`src/rtl/inyector_paquetes.sv`:
```
// Packet injector: emits a header plus `DATA_FLITS data flits per credit onto a registered channel.
// Optional sticky credit-overflow flag enabled by defining INYECTOR_CREDIT_ERR_EN.

`ifndef DATA_FLITS
`define DATA_FLITS 4
`endif
`ifndef CHANNEL_WIDTH
`define CHANNEL_WIDTH 32
`endif
`ifndef HEADER_FIELD
`define HEADER_FIELD 31
`endif
`ifndef WITNESS_FIELD
`define WITNESS_FIELD 30
`endif
`ifndef BUFFER_DEPTH
`define BUFFER_DEPTH 20
`endif

module inyector_paquetes #(
    parameter int unsigned X_LOCAL = 1,
    parameter int unsigned Y_LOCAL = 1,
    parameter int unsigned CREDITS = `BUFFER_DEPTH / 5
) (
    input  logic                      clk,
    input  logic                      reset,
    input  logic                      pkt_valid_din,
    input  logic [2:0]                pkt_dest_x_din,
    input  logic [2:0]                pkt_dest_y_din,
    output logic                      pkt_ready_dout,
    input  logic [`CHANNEL_WIDTH-1:0] flit_data_din,
    output logic                      flit_read_dout,
    output logic [`CHANNEL_WIDTH-1:0] channel_dout,
    input  logic                      credit_in_din,
    output logic                      busy_dout,
    output logic                      credit_error_dout
);

    localparam int unsigned CW    = `CHANNEL_WIDTH;
    localparam int unsigned CntW  = $clog2(`DATA_FLITS) + 1;
    localparam int unsigned CredW = $clog2(CREDITS + 1);

    localparam logic [CntW-1:0]  FlitsInit = CntW'(`DATA_FLITS);
    localparam logic [CredW-1:0] CredMax   = CredW'(CREDITS);

    typedef enum logic [1:0] {
        StIdle,
        StHeader,
        StData
    } state_e;

    state_e           state_q, state_d;
    logic [CntW-1:0]  cnt_q, cnt_d;
    logic [CredW-1:0] credit_q, credit_d;
    logic [CW-1:0]    chan_q, chan_d;

    logic             launch;
    logic             flit_read;
    logic             credit_drop;
    logic             can_launch;
    logic [CW-1:0]    header_flit;
    logic [CW-1:0]    data_flit;

    always_comb begin
        header_flit                 = '0;
        header_flit[`HEADER_FIELD]  = 1'b1;
        header_flit[`WITNESS_FIELD] = 1'b0;
        header_flit[29:27]          = pkt_dest_x_din;
        header_flit[26:24]          = pkt_dest_y_din;
        header_flit[23:21]          = 3'(X_LOCAL);
        header_flit[20:18]          = 3'(Y_LOCAL);

        data_flit                   = flit_data_din;
        data_flit[`HEADER_FIELD]    = 1'b0;
    end

    // Gating with reset keeps the accept pulse low while the block is held in reset.
    assign can_launch = reset && pkt_valid_din && (credit_q != '0);

    always_comb begin
        state_d   = state_q;
        cnt_d     = cnt_q;
        chan_d    = '0;
        launch    = 1'b0;
        flit_read = 1'b0;

        case (state_q)
            StIdle: begin
                launch = can_launch;
            end
            StHeader: begin
                flit_read = 1'b1;
                chan_d    = data_flit;
                cnt_d     = cnt_q - 1'b1;
                state_d   = StData;
            end
            StData: begin
                if (cnt_q != '0) begin
                    flit_read = 1'b1;
                    chan_d    = data_flit;
                    cnt_d     = cnt_q - 1'b1;
                end else begin
                    // Last data flit is on the channel: chain the next packet without a bubble.
                    state_d = StIdle;
                    launch  = can_launch;
                end
            end
            default: begin
                state_d = StIdle;
            end
        endcase

        if (launch) begin
            state_d = StHeader;
            chan_d  = header_flit;
            cnt_d   = FlitsInit;
        end
    end

    always_comb begin
        credit_d    = credit_q;
        credit_drop = 1'b0;
        if (launch && !credit_in_din) begin
            credit_d = credit_q - 1'b1;
        end else if (!launch && credit_in_din) begin
            if (credit_q < CredMax) begin
                credit_d = credit_q + 1'b1;
            end else begin
                credit_drop = 1'b1;
            end
        end
    end

    always_ff @(posedge clk or negedge reset) begin
        if (!reset) begin
            state_q  <= StIdle;
            cnt_q    <= FlitsInit;
            credit_q <= CredMax;
            chan_q   <= '0;
        end else begin
            state_q  <= state_d;
            cnt_q    <= cnt_d;
            credit_q <= credit_d;
            chan_q   <= chan_d;
        end
    end

    assign pkt_ready_dout = launch;
    assign flit_read_dout = flit_read;
    assign channel_dout   = chan_q;
    assign busy_dout      = (state_q != StIdle);

`ifdef INYECTOR_CREDIT_ERR_EN
    logic credit_err_q;

    always_ff @(posedge clk or negedge reset) begin
        if (!reset) begin
            credit_err_q <= 1'b0;
        end else if (credit_drop) begin
            credit_err_q <= 1'b1;
        end
    end

    assign credit_error_dout = credit_err_q;
`else
    logic unused_credit_drop;
    assign unused_credit_drop = credit_drop;
    assign credit_error_dout  = 1'b0;
`endif

endmodule

```
`config.mk`:
```
export PLATFORM = sky130hd
export DESIGN_NAME = inyector_paquetes
export DESIGN_NICKNAME = d
export VERILOG_FILES = /design/src/rtl/inyector_paquetes.sv
export SDC_FILE = /design/constraint.sdc
export NUM_CORES = 1
export LEC_CHECK = 0
export CORE_AREA = 2 2 67 69
export CTS_BUF_LIST = sky130_fd_sc_hd__clkbuf_16
export DETAILED_ROUTE_END_ITERATION = 8
export DIE_AREA = 0 0 69 71
export GPL_TIMING_DRIVEN = 0
export PLACE_DENSITY = 0.77
export SETUP_SLACK_MARGIN = 0.1
export SYNTH_ARGS = -nofsm -noshare
export SYNTH_HDL_FRONTEND = slang
export SYNTH_SLANG_ARGS = --single-unit
```
`constraint.sdc`:
```
create_clock -name clk -period 2.5 [get_ports clk]
set_input_delay 0.5 -clock clk [delete_from_list [all_inputs] [get_ports clk]]
set_output_delay 0.5 -clock clk [all_outputs]
set_load 0.02 [all_outputs]
```
# Yosys cells after proc, flatten, opt, wreduce, memory -nomap -nowiden
# Cells that the tools add are included.
word_totals:
  regBits: 40
  word_cells: 45
classes:
  n_eq_ne: 5
  add_sub_neg: 3
  n_reduce_logical: 16
  mux: 16
  magnitude_cmp: 1
op_table:
  columns: ["op", "n"]
  rows:
  - ["case mux 31 bit (2 select lines)", 1]
  - ["2-to-1 mux 32 bit", 1]
  - ["2-to-1 mux 31 bit", 1]
  - ["2-to-1 mux 3 bit", 5]
  - ["nonzero test 3 bit", 3]
  - ["!= test 3 bit, second input constant", 2]
  - ["case mux 2 bit (3 select lines)", 1]
  - ["case mux 3 bit (2 select lines)", 1]
  - ["AND reduction 2 bit", 3]
  - ["nonzero test 2 bit", 3]
  - ["subtractor 3 x 1 -> 3 bit, second input constant", 2]
  - ["logical AND 1 bit", 4]
  - ["2-to-1 mux 2 bit", 2]
  - ["case mux 1 bit (2 select lines)", 2]
  - ["adder 3 x 1 -> 3 bit, second input constant", 1]
  - ["< comparator 3 bit, second input constant", 1]
  - ["== test 2 x 1 -> 1 bit, second input constant", 1]
  - ["== test 2 bit, second input constant", 1]
  - ["logical NOT 1 bit", 2]
  - ["logical NOT 2 bit", 1]
  - ["2-to-1 mux 1 bit", 2]
  - ["!= test 2 bit, second input constant", 1]

# Longest topological paths before layout
depth:
  word_depth: 8
  depth_mapped: 11
  depth_no_buf: 11

# Worst setup path after synthesis
# OpenSTA, ideal clock, no wires.
synth_path:
  kind: "reg2reg"
  start: "reg state_q[0]"
  end: "reg credit_q[2]"
  path_stages_with_launch: 11
  slack_ns: 0.430
  path_buffers: 0
  t_arrival_ns: 1.997
  path_cell_list: "dfrtp_1 -> inv_1 -> ha_1 -> and3b_1 -> o21ai_4 -> inv_2 -> ha_1 -> inv_1 -> fa_1 -> xnor2_1 -> a21oi_1"
synth_via:
  elab_chain_cells: 6
synth_rtl:
  columns: ["element", "line_no", "text"]
  rows:
  - ["from (decl)", "52", "state_e state_q, state_d;"]
  - ["from (signal assigned)", "136", "state_q <= StIdle;"]
  - ["from (signal assigned)", "141", "state_q <= state_d;"]
  - ["== test 2 bit / logical NOT 2 bit (equally long branches)", "87", "case (state_q)"]
  - ["case mux 1 bit (2 select lines) (*)", "87", null]
  - ["net pkt_ready_dout", "30", "output logic pkt_ready_dout,"]
  - ["logical NOT 1 bit", "125", "end else if (!launch && credit_in_din) begin"]
  - ["logical AND 1 bit", "125", null]
  - ["nonzero test 2 bit (no source line)", null, null]
  - ["AND reduction 2 bit (no source line)", null, null]
  - ["to (signal assigned)", "138", "credit_q <= CredMax;"]
  - ["to (signal assigned)", "143", "credit_q <= credit_d;"]
  - ["to (decl)", "54", "logic [CredW-1:0] credit_q, credit_d;"]
# Mark *: on every way through the listed nets, which the timed path passes. The rest lies on a longest branch.
# A chain may end at the register's enable or synchronous reset.

# Worst setup path in the final report
layout_path:
  start: "reg state_q[0]"
  end: "out flit_read_dout"
layout_via:
  elab_chain_cells: 2
layout_rtl:
  columns: ["element", "line_no", "text"]
  rows:
  - ["== test 2 bit / == test 2 x 1 -> 1 bit (equally long branches)", "87", null]
  - ["case mux 1 bit (2 select lines) (*)", "87", null]
  - ["to (decl)", "32", "output logic flit_read_dout,"]
# Mark *: on every way between the ends. The rest lies on a longest branch, timed or not.

==> impl_metrics.py <==
metrics = {
    "power_and_ir_drop": {
        "p_sw_w": 0.000984,
        "power.internal_w": 0.00194,
        "p_clk_frac": 0.245,
        "irDropWorstVdd_mv": 0.348,
        "seqPwrFrac": 0.323,
        "p_leak_nw": 1.30,
        "p_comb_frac": 0.432,
        "netSwitchingFraction": 0.337,
        "cellPowerDensity_nw_per_um2": 1120,
    },
    "route": {
        "dr.max_layer_used": "met4",
        "firstDrtPassIters": 3,
        "drt-met1-wl_um": 1500,
        "wl_per_cell_um": 13.4,
        "drt-initial-drc-count": 80,
        "dr_wl_met2_um": 1920,
        "drc": 0,
        "drt-total-wl_um": 3660,
        "final_antenna_net_count": 0,
        "dr_wl_met3_um": 189,
        "vias": 1237,
        "drt-vias-per-instance": 4.53,
    },
    "setup_path": {
        "cp.required_ns": 2.00,
        "worstReg2RegEnd": "credit_q[2]",
        "endpoint_kind": "output pin",
        "path_max_fanout": 10,
        "reg2regPathDepth": 10,
        "worstSetupStartpointType": "flip-flop",
        "critical_path_arrival_ns": 1.78,
        "r2r_start": "state_q[0]",
        "reg2reg_setup_slack_ns": 0.35,
        "critical_path_class": "reg -> out",
    },
    "cells_and_area": {
        "design_area_sq_um": 2610,
        "layout-drive-gt1-share": 0.109,
        "diodes": 0,
        "final_common_cell": "clkdlybuf4s50_1",
        "fin_util": 0.620,
        "final_cell_mix": "clkdlybuf4s50_1 (72), dfrtp_1 (38), and3_1 (24), nand2_1 (16), inv_1 (9)",
        "area_growth_pct": 61.2,
        "nets": 270,
    },
    "clocking": {
        "numCtsBuffers": 5,
        "clk_pin_slew_worst_paths_ns": 0.06,
        "cts_tree": "done",
        "clockBufferDepth": 2,
        "cts_root_buf": "clkbuf_16",
        "worstSkewPairLatency_ns": 0.28,
        "clock-sinks": 40,
        "ctsHtreeMaxLevel": 2,
        "hold_buffers": 0,
    },
    "synth": {
        "ys_warn_count": 0,
        "synth_edf_count": 0,
        "syn_area_sq_um": 1620,
        "synth-seq-area-share": 0.621,
        "synth-seq-cells": 40,
        "ys_types": 27,
        "syn_area_per_cell_sq_um": 11.8,
        "synthFlopType": "dfrtp_1",
        "synth-async-reset-ratio": 1.00,
        "syn-num-nets": 187,
        "synth_cells": 137,
    },
    "die": {
        "die_w_um": 69,
        "core.rowCount": 24,
        "coreArea_sq_um": 4200,
        "io_pins": 78,
        "die_area_sq_um": 4900,
        "start_util": 0.385,
        "fp.dieH_um": 71,
    },
    "grt": {
        "grt_max_degree": 42,
        "grt_pass1_wl_um": 5970,
        "track_usage": 0.158,
        "globalRoute.totalOverflow": 0,
        "antenna_found_initial": 0,
        "grt_pass1_vias": 1204,
    },
    "place": {
        "dpl_worst_slack_ns": -0.600,
        "place.gp.congestion": 0.796,
        "io_buffers": 75,
        "place.detailed.hpwl_um": 2580,
        "dpl-instance-area_sq_um": 2430,
    },
    "sta": {
        "final_hold_viol_count": 0,
        "finalCritPeriodShare": 0.914,
        "min_period_ns": 2.28,
        "worst_slack_ns": 0.216,
        "slew_violations": 0,
        "rsz0062_at_grt": "no",
        "setup_viol": 0,
        "fin_worst_skew_ns": 0.00188,
        "tns_ns": 0,
        "fmax_ghz": 0.438,
        "hold_ws_ns": 0.120,
    },
    "hold_path": {
        "min_path_type": "in -> async",
    },
    "run": {
        "drv_cap": 0,
    },
    "status": {
        "outcome": "completed",
    },
}
==> synthesized netlist by cell type (2+ instances only) <==
master,number,area (sq um)
ha_1,7,87.6
xnor2_1,3,26.3
buf_6,3,33.8
inv_1,9,33.8
nand2_1,16,60.1
dfstp_2,2,52.6
and3_1,24,150
nand3_1,6,30.0
clkbuf_1,2,7.51
dfrtp_1,38,951
nor2_1,6,22.5
o21ai_0,2,10.0
a21oi_1,5,25.0
==> logic make-up (layout without fill, tap and decap cells) <==
family / after synthesis / after routing / share of synthesized area
simple gates: 56 / 56 / 0.180
flops: 40 / 40 / 0.621
buf+inv: 17 / 101 / 0.0565
compound gates: 11 / 11 / 0.0511
fa+ha+maj: 8 / 8 / 0.0666
xor+xnor: 3 / 3 / 0.0163
other cells: 1 / 1 / 0.00232
mux: 1 / 1 / 0.00697
==> layout make-up <==
class | instances | area [sq um]
Buffer | 7 | 56.3
Fill cell | 342 | 1600
Clock buffer | 5 | 125
Multi-Input combinational cell | 80 | 524
Timing Repair Buffer | 76 | 749
Sequential cell | 40 | 1000
Inverter | 10 | 40.0
Clock inverter | 3 | 42.5
Tap cell | 52 | 65.1
==> power groups by stage <==
stage                     Clock, W  Sequential (W)  Combinational, W
final                     0.000715        0.000945           0.00126
after global routing      0.000760        0.000970           0.00138
after CTS                 0.000731        0.000944           0.00128
after detailed placement         0        0.000952           0.00126
after global placement           0        0.000948           0.00124
after floorplan                  0         0.00114          0.000541
==> sequential cells by signal, indices dropped and copies added, names as in the netlist <==
signal / cells
state_q: 2
cnt_q: 3
channel_dout: 32
credit_q: 3
==> per-stage QoR <==
stage          cells  total power, W
2_1_floorplan    137         0.00168
3_3_place_gp     264         0.00219
3_5_place_dp     264         0.00222
4_1_cts          273         0.00295
5_1_grt          273         0.00311
6_report         273         0.00292
==> per-layer routing <==
layer,up-vias,global-route usage
li1,611,-
met1,580,0.191
met2,41,0.269
met3,5,0.0456
met4,0,0.0588
met5,-,0
==> timing repair <==
item,CTS,global route
buffers inserted,1,0
pin swaps,1,0
endpoints found under the setup margin,5,4
gates resized for setup,8,4
==> worst max-delay path: stages (launching register included) <==
cell and delay, ns:
dfrtp_1 0.37, inv_1 0.09, ha_1 0.31, and2_1 0.14
a22o_1 0.24, buf_4 0.19, buf_2 0.17
==> worst max path at each step <==
stage	start	endpoint	slack, ns	cells past startpoint
floorplan	state_q[0]	credit_q[2]	0.43	10
global placement	reset	pkt_ready_dout	-1.67	5
detailed placement	reset	pkt_ready_dout	-0.60	5
CTS	state_q[0]	pkt_ready_dout	0.10	6
global route	state_q[0]	flit_read_dout	0.14	6
finish	state_q[0]	flit_read_dout	0.22	6
No activity file was read; power rests on OpenSTA's default activity.
